`config.mk`:
```
export PLATFORM = sky130hd
export DESIGN_NAME = fu_arbiter_flat
export DESIGN_NICKNAME = d
export VERILOG_FILES = /design/src/rtl/fu_arbiter_pkg.sv /design/src/rtl/fu_arbiter_if.sv /design/src/rtl/fu_op_eval.sv /design/src/rtl/fu_arbiter.sv /design/src/flat_wrapper.sv
export SDC_FILE = /design/constraint.sdc
export NUM_CORES = 1
export LEC_CHECK = 0
export BUFFER_PORTS_ARGS = -buffer_cell sky130_fd_sc_hd__clkbuf_2
export CAP_MARGIN = 5
export CORE_ASPECT_RATIO = 2
export CORE_MARGIN = 2
export CORE_UTILIZATION = 40
export CTS_CLUSTER_SIZE = 28
export DETAILED_ROUTE_END_ITERATION = 10
export GPL_ROUTABILITY_DRIVEN = 0
export PLACE_DENSITY_LB_ADDON = 0.1
export SLEW_MARGIN = 5
export SYNTH_ARGS = -nofsm -noshare
export SYNTH_HDL_FRONTEND = slang
export SYNTH_HIERARCHICAL = 1
export SYNTH_SLANG_ARGS = --single-unit
```
`constraint.sdc`:
```
create_clock -name clk -period 3.9 [get_ports clk]
set_input_delay 0.585 -clock clk [delete_from_list [all_inputs] [get_ports clk]]
set_output_delay 0.585 -clock clk [all_outputs]
set_load 0.05 [all_outputs]
```
`src/rtl/fu_arbiter_pkg.sv`:
```
// Shared types and constants for the two-requester functional-unit arbiter.
package fu_arbiter_pkg;

  localparam int unsigned DW = 8;

  typedef enum logic [1:0] {
    StIdle,
    StExec,
    StResp
  } state_e;

  localparam logic [2:0] OpAdd    = 3'd0;
  localparam logic [2:0] OpAddInv = 3'd1;
  localparam logic [2:0] OpAnd    = 3'd2;
  localparam logic [2:0] OpOr     = 3'd3;
  localparam logic [2:0] OpMax    = 3'd4;
  localparam logic [2:0] OpMin    = 3'd5;
  localparam logic [2:0] OpShrAdd = 3'd6;
  localparam logic [2:0] OpShlAdd = 3'd7;

  // Index of the highest set bit; zero when no bit is set.
  function automatic logic [2:0] top_bit(input logic [DW-1:0] v);
    logic [2:0] idx;
    idx = 3'd0;
    for (int unsigned i = 0; i < DW; i++) begin
      if (v[i]) idx = 3'(i);
    end
    return idx;
  endfunction

endpackage

```
`src/rtl/fu_arbiter_if.sv`:
```
// Request, response and counter signals of the functional-unit arbiter.
interface fu_arbiter_if;
  import fu_arbiter_pkg::*;

  logic          req0_valid;
  logic          req0_ready;
  logic [DW-1:0] req0_instr;
  logic [DW-1:0] req0_a;
  logic [DW-1:0] req0_b;
  logic [DW-1:0] req0_c;
  logic          req1_valid;
  logic          req1_ready;
  logic [DW-1:0] req1_instr;
  logic [DW-1:0] req1_a;
  logic [DW-1:0] req1_b;
  logic [DW-1:0] req1_c;
  logic          rsp_valid;
  logic          rsp_ready;
  logic [DW-1:0] rsp_data;
  logic          rsp_id;
  logic          rsp_err;
  logic [DW-1:0] cnt0;
  logic [DW-1:0] cnt1;

  modport slave (
    input  req0_valid, req0_instr, req0_a, req0_b, req0_c,
    input  req1_valid, req1_instr, req1_a, req1_b, req1_c,
    input  rsp_ready,
    output req0_ready, req1_ready,
    output rsp_valid, rsp_data, rsp_id, rsp_err, cnt0, cnt1
  );

  modport master (
    output req0_valid, req0_instr, req0_a, req0_b, req0_c,
    output req1_valid, req1_instr, req1_a, req1_b, req1_c,
    output rsp_ready,
    input  req0_ready, req1_ready,
    input  rsp_valid, rsp_data, rsp_id, rsp_err, cnt0, cnt1
  );

endinterface

```
`src/rtl/fu_op_eval.sv`:
```
// Combinational decode of the priority instruction word and operand evaluation.
module fu_op_eval
  import fu_arbiter_pkg::*;
(
  input  logic [DW-1:0] instr_i,
  input  logic [DW-1:0] a_i,
  input  logic [DW-1:0] b_i,
  input  logic [DW-1:0] c_i,
  output logic [DW-1:0] result_o,
  output logic          err_o
);

  logic [2:0]    op;
  logic          a_lt_c;

  always_comb begin
    op       = top_bit(instr_i);
    err_o    = (instr_i == '0);
    a_lt_c   = (a_i < c_i);
    result_o = '0;
    if (!err_o) begin
      case (op)
        OpShlAdd: result_o = {c_i[DW-2:0], 1'b0} + a_i;
        OpShrAdd: result_o = (a_i >> 1) + b_i;
        OpMin:    result_o = a_lt_c ? a_i : c_i;
        OpMax:    result_o = a_lt_c ? c_i : a_i;
        OpOr:     result_o = b_i | c_i;
        OpAnd:    result_o = c_i & a_i;
        OpAddInv: result_o = c_i + ~a_i;
        OpAdd:    result_o = c_i + a_i;
      endcase
    end
  end

endmodule

```
`src/rtl/fu_arbiter.sv`:
```
// Round-robin arbiter feeding one shared functional unit: accept, execute one cycle, respond.
module fu_arbiter
  import fu_arbiter_pkg::*;
(
  input  logic         clk,
  input  logic         rst,
  fu_arbiter_if.slave  bus_io
);

  state_e        state_q, state_d;
  logic          last_q, last_d;
  logic          id_q;
  logic [DW-1:0] instr_q, a_q, b_q, c_q;
  logic [DW-1:0] rsp_data_q;
  logic          rsp_id_q, rsp_err_q;
  logic [DW-1:0] cnt0_q, cnt1_q;
  logic          grant, accept, handshake;
  logic [DW-1:0] op_result;
  logic          op_err;

  fu_op_eval u_op_eval (
    .instr_i  (instr_q),
    .a_i      (a_q),
    .b_i      (b_q),
    .c_i      (c_q),
    .result_o (op_result),
    .err_o    (op_err)
  );

  always_comb begin
    state_d           = state_q;
    last_d            = last_q;
    accept            = 1'b0;
    handshake         = 1'b0;
    bus_io.req0_ready = 1'b0;
    bus_io.req1_ready = 1'b0;
    bus_io.rsp_valid  = 1'b0;
    // A lone requester wins outright; otherwise favour the one not served last.
    grant = (bus_io.req0_valid ^ bus_io.req1_valid) ? bus_io.req1_valid : ~last_q;
    case (state_q)
      StIdle: begin
        bus_io.req0_ready = !rst && !grant;
        bus_io.req1_ready = !rst && grant;
        accept = (bus_io.req0_ready && bus_io.req0_valid) ||
                 (bus_io.req1_ready && bus_io.req1_valid);
        if (accept) state_d = StExec;
      end
      StExec: state_d = StResp;
      StResp: begin
        bus_io.rsp_valid = 1'b1;
        if (bus_io.rsp_ready) begin
          handshake = 1'b1;
          last_d    = rsp_id_q;
          state_d   = StIdle;
        end
      end
      default: state_d = StIdle;
    endcase
  end

  always_ff @(posedge clk) begin
    if (rst) begin
      state_q    <= StIdle;
      last_q     <= 1'b1;
      id_q       <= 1'b0;
      instr_q    <= '0;
      a_q        <= '0;
      b_q        <= '0;
      c_q        <= '0;
      rsp_data_q <= '0;
      rsp_id_q   <= 1'b0;
      rsp_err_q  <= 1'b0;
      cnt0_q     <= '0;
      cnt1_q     <= '0;
    end else begin
      state_q <= state_d;
      last_q  <= last_d;
      if (accept) begin
        id_q    <= grant;
        instr_q <= grant ? bus_io.req1_instr : bus_io.req0_instr;
        a_q     <= grant ? bus_io.req1_a     : bus_io.req0_a;
        b_q     <= grant ? bus_io.req1_b     : bus_io.req0_b;
        c_q     <= grant ? bus_io.req1_c     : bus_io.req0_c;
      end
      if (state_q == StExec) begin
        rsp_data_q <= op_result;
        rsp_err_q  <= op_err;
        rsp_id_q   <= id_q;
      end
      if (handshake) begin
        if (rsp_id_q) cnt1_q <= cnt1_q + 1'b1;
        else          cnt0_q <= cnt0_q + 1'b1;
      end
    end
  end

  assign bus_io.rsp_data = rsp_data_q;
  assign bus_io.rsp_id   = rsp_id_q;
  assign bus_io.rsp_err  = rsp_err_q;
  assign bus_io.cnt0     = cnt0_q;
  assign bus_io.cnt1     = cnt1_q;

endmodule

```
`src/flat_wrapper.sv`:
```
// flat-port wrapper written by rule: the top's interface ports become plain ports
module fu_arbiter_flat import fu_arbiter_pkg::*;
  (clk, rst, bus_io_req0_valid, bus_io_req0_instr, bus_io_req0_a, bus_io_req0_b, bus_io_req0_c, bus_io_req1_valid, bus_io_req1_instr, bus_io_req1_a, bus_io_req1_b, bus_io_req1_c, bus_io_rsp_ready, bus_io_req0_ready, bus_io_req1_ready, bus_io_rsp_valid, bus_io_rsp_data, bus_io_rsp_id, bus_io_rsp_err, bus_io_cnt0, bus_io_cnt1);
  fu_arbiter_if bus_io_i ();
  input  logic clk;
  input  logic rst;
  input wire logic [$bits(bus_io_i.req0_valid)-1:0] bus_io_req0_valid;
  input wire logic [$bits(bus_io_i.req0_instr)-1:0] bus_io_req0_instr;
  input wire logic [$bits(bus_io_i.req0_a)-1:0] bus_io_req0_a;
  input wire logic [$bits(bus_io_i.req0_b)-1:0] bus_io_req0_b;
  input wire logic [$bits(bus_io_i.req0_c)-1:0] bus_io_req0_c;
  input wire logic [$bits(bus_io_i.req1_valid)-1:0] bus_io_req1_valid;
  input wire logic [$bits(bus_io_i.req1_instr)-1:0] bus_io_req1_instr;
  input wire logic [$bits(bus_io_i.req1_a)-1:0] bus_io_req1_a;
  input wire logic [$bits(bus_io_i.req1_b)-1:0] bus_io_req1_b;
  input wire logic [$bits(bus_io_i.req1_c)-1:0] bus_io_req1_c;
  input wire logic [$bits(bus_io_i.rsp_ready)-1:0] bus_io_rsp_ready;
  output wire logic [$bits(bus_io_i.req0_ready)-1:0] bus_io_req0_ready;
  output wire logic [$bits(bus_io_i.req1_ready)-1:0] bus_io_req1_ready;
  output wire logic [$bits(bus_io_i.rsp_valid)-1:0] bus_io_rsp_valid;
  output wire logic [$bits(bus_io_i.rsp_data)-1:0] bus_io_rsp_data;
  output wire logic [$bits(bus_io_i.rsp_id)-1:0] bus_io_rsp_id;
  output wire logic [$bits(bus_io_i.rsp_err)-1:0] bus_io_rsp_err;
  output wire logic [$bits(bus_io_i.cnt0)-1:0] bus_io_cnt0;
  output wire logic [$bits(bus_io_i.cnt1)-1:0] bus_io_cnt1;
  assign bus_io_i.req0_valid = bus_io_req0_valid;
  assign bus_io_i.req0_instr = bus_io_req0_instr;
  assign bus_io_i.req0_a = bus_io_req0_a;
  assign bus_io_i.req0_b = bus_io_req0_b;
  assign bus_io_i.req0_c = bus_io_req0_c;
  assign bus_io_i.req1_valid = bus_io_req1_valid;
  assign bus_io_i.req1_instr = bus_io_req1_instr;
  assign bus_io_i.req1_a = bus_io_req1_a;
  assign bus_io_i.req1_b = bus_io_req1_b;
  assign bus_io_i.req1_c = bus_io_req1_c;
  assign bus_io_i.rsp_ready = bus_io_rsp_ready;
  assign bus_io_req0_ready = bus_io_i.req0_ready;
  assign bus_io_req1_ready = bus_io_i.req1_ready;
  assign bus_io_rsp_valid = bus_io_i.rsp_valid;
  assign bus_io_rsp_data = bus_io_i.rsp_data;
  assign bus_io_rsp_id = bus_io_i.rsp_id;
  assign bus_io_rsp_err = bus_io_i.rsp_err;
  assign bus_io_cnt0 = bus_io_i.cnt0;
  assign bus_io_cnt1 = bus_io_i.cnt1;
  fu_arbiter u_core (.clk(clk), .rst(rst), .bus_io(bus_io_i));
endmodule
```
==> summary.md <==
| Metric | Value |
|---|---|
| Status | finished clean |
| Row count | 56 |
| Routed Wire Length | 14810 um |
| Die H | 157.8 um |
| Post-route clock period utilization | 90.02% |
| Slew margin rel. | 52.44% |
| Worst-Margin Slew | 708.7 ps |
| CTS Buffer Depth | 2 |
| Final number of setup-violating endpoints | 0 |
| Post-DP HPWL | 11210 um |
| Max Clk Rate | 284.8 MHz |
| IO Port Bufs | 97 |
| Critical Path Source Type | register |
| Ranking of synthesized cells by area | dfxtp_1 (26%), ha_1 (9.5%), o2111ai_1 (5.9%) |
| Critical Path Fanout Max | 5 |
| P_leak | 0.002253 uW |
| Clock-pin slew on the worst setup and hold paths | 50 ps |
| Count of cell types in the netlist | 57 |
| Min-delay worst type | register to register |
| Commonest cells after routing, fill and taps aside | clkbuf_2 (97), dfxtp_1 (62), a21oi_1 (51), nor2b_1 (39), nand3_1 (39) |
| I/O Pins | 98 |
| Root Driver | clkbuf_16 |
| Initial Util | 40.65% |
| Crit Path Category | register to register |
| Most used flip-flop cell after synthesis | dfxtp_1 |
| Nets | 790 |
| Post-layout min period | 3511 ps |
| Pre-CTS setup slack | 458.9 ps |
| # diodes | 0 |
| Core Area | 0.01163 mm2 |
| Final Max Slew Viols | 0 |
| Resized Gates After CTS | 0 |
| Worst R2R Start | u_core/instr_q[4]$_SDFFE_PP0P_ |
| Drt via density | 5.834 |
| Commonest non-fill, non-tap cell in the layout | clkbuf_2 |
| Post-synth top area share | 26.25% |
| Global-route wire length before repair | 23980 um |
| Worst Setup End Kind | register |
| Fraction of layout cells with a size suffix above 1 | 21.40% |
| Pwr dens | 438.7 mW/mm2 |
| Unrepaired setup endpoints after global routing | no |
| Post-synthesis async set-or-reset flop share | 0% |
| Number of H-tree levels | 3 |
| DR DRC count | 0 |
| Mapped Nets | 710 |
| Filler cell count | 1216 |
| Cells after synthesis | 602 |
| Peak VDD IR | 257.4 uV |
| Initial antenna violation count | 0 |
| Max-cap violations | 0 |
| Post-synthesis sequential area ratio | 26.25% |
| Worst-skew pair later-pin latency | 330 ps |
| Reg2Reg Depth | 15 |
| HP Start | u_core/bus_io.rsp_data[3]$_SDFFE_PP0N_ |
| Average wire per standard cell | 17.80 um |
| Hold path cells | 2 |
| Vias in the first global route | 4717 |
| Routed Antenna Nets | 0 |
| FF-to-FF setup slack | 390 ps |
| Die width | 80.88 um |
| Design Power | 2477 uW |
| Clk sinks | 62 |
| EDFF count, synth | 0 |
| Vias | 4854 |
| Synth Cell Area | 0.004728 mm2 |
| Crit path DAT | 3770 ps |
| Hold EP | u_core/bus_io.rsp_data[3]$_SDFFE_PP0N_ |
| Total negative setup slack | 0 ps |
| First drt pass iteration count | 5 |
| Slack of the critical path | 389.0 ps |
| Final Hold Vio Count | 0 |
| Die ar. | 0.01276 mm2 |
| Biggest area consumer among synthesized cells | dfxtp_1 |
| Hold buffers post-CTS | 0 |
| Reg2Reg Capture Point | u_core/bus_io.rsp_data[7]$_SDFFE_PP0N_ |
| YS warnings | 6 |
| CTS tree | done |
| Seq cells post-synth | 62 |
| Total global-route track usage | 24.21% |
| Post-CTS Repair Setup Buffers | 0 |
| Largest net degree at the start of global routing | 66 |
| GRT Residual Overflow | 0 |
| Syn_area_per_cell | 7.854 um2 |
| Clock Skews | 9.536 ps |
| Total CTS buffers | 9 |
| Worst Path Required | 4160 ps |
| Drt initial violations | 304 |
| Area Overhead vs Synth | 19.40% |
cell type report:
cell class / count / area (um2) / area share [%]
repair buffers: 116 / 628.1 / 11.13
well taps: 145 / 181.4 / 3.214
flip-flops and latches: 62 / 1241 / 21.99
inverters: 24 / 90.09 / 1.596
multi-input cells: 469 / 3206 / 56.78
clock buffers: 9 / 225.2 / 3.989
clock inverters: 7 / 73.82 / 1.308
cell usage after synthesis (2+ instances only):
library cell  count
or4_1             8
o21ai_1          37
a211oi_1          6
nand4_1           3
o21ai_0          12
a22oi_1           2
mux2i_1           4
a221oi_2          2
a21o_1            3
dfxtp_1          62
xnor2_1          18
a221o_1           2
o21a_1            2
or3_1             6
o2111ai_1        32
nand3_1          39
a21oi_1          51
inv_1            23
clkbuf_1         33
and2_1            2
nand2_1          34
ha_1             36
nor2_1           37
nor3_1            5
fa_1              3
xor2_1            8
o22ai_1           2
nand2b_1          3
o211ai_1         33
nor2b_1          39
o21bai_1          4
buf_2            12
a221oi_1          8
o31ai_1           8
worst max-delay path by stage:
stage                                    from                                     end  slack [ps]  depth (start not counted)
6_report       u_core/instr_q[4]$_SDFFE_PP0P_  u_core/bus_io.rsp_data[7]$_SDFFE_PP0N_         390                         15
5_1_grt        u_core/instr_q[4]$_SDFFE_PP0P_  u_core/bus_io.rsp_data[6]$_SDFFE_PP0N_          70                         17
4_1_cts        u_core/instr_q[4]$_SDFFE_PP0P_  u_core/bus_io.rsp_data[6]$_SDFFE_PP0N_         420                         17
3_5_place_dp   u_core/instr_q[4]$_SDFFE_PP0P_  u_core/bus_io.rsp_data[6]$_SDFFE_PP0N_         460                         17
3_3_place_gp   u_core/instr_q[4]$_SDFFE_PP0P_  u_core/bus_io.rsp_data[6]$_SDFFE_PP0N_         500                         17
2_1_floorplan  u_core/instr_q[6]$_SDFFE_PP0P_  u_core/bus_io.rsp_data[7]$_SDFFE_PP0N_         640                         15
sequential cells by signal, indices dropped and copies added (netlist names), 2 cells and up:
signal / flops
u_core/bus_io.cnt0: 8
u_core/state_q: 2
u_core/c_q: 8
u_core/a_q: 8
u_core/bus_io.cnt1: 8
u_core/b_q: 8
u_core/instr_q: 8
u_core/bus_io.rsp_data: 8
worst max-delay path, stage by stage (launching register included):
cell and delay (ps):
dfxtp_1 350, nor4_1 430, nand2_1 160, nor2_2 290
buf_4 200, xnor2_1 140, ha_1 310, nand3_1 100
nor2_1 50, a2111oi_2 470, a21oi_1 150, xnor2_1 190
a22oi_1 80, a221oi_1 290, nand2_1 80, a21oi_1 130
kinds of logic after synthesis:
logic type               synth area share [%]
AND/OR/NAND/NOR                         20.22
adder cells (fa/ha/maj)                 11.01
XOR/XNOR                                4.816
flip-flops                              26.25
multiplexers                            1.376
AO/OA/AOI/OAI                           30.22
buffers and inverters                   6.113
metal layers:
metal  part of all wire (%)  up-vias  routed length (um)  track usage, %
met5                      0        -                   0               0
met4                    4.6        0                 683           12.67
met1                     39     2295                5702           26.37
li1                       -     2385                   -               -
met2                     54      142                7944           44.00
met3                    3.2       32                 478           3.364
stage by stage:
stage                     std cells  hold slack (ps)  utilization, %  area [um2]
after floorplan                 602            431.7               -        4728
after global placement          816            446.6           45.97        5346
after detailed placement        816            453.2           45.97        5346
after CTS                       832            459.4           48.54        5645
after global routing            832            471.2           48.54        5645
final                           832            457.6           48.54        5645
power breakdown:
part / switching, uW / leakage, uW / internal, uW
combinational: 546 / 0.00160 / 380
sequential: 70.3 / 0.000507 / 687
clock: 298 / 0.000146 / 496
No activity file was read; power rests on OpenSTA's default activity.
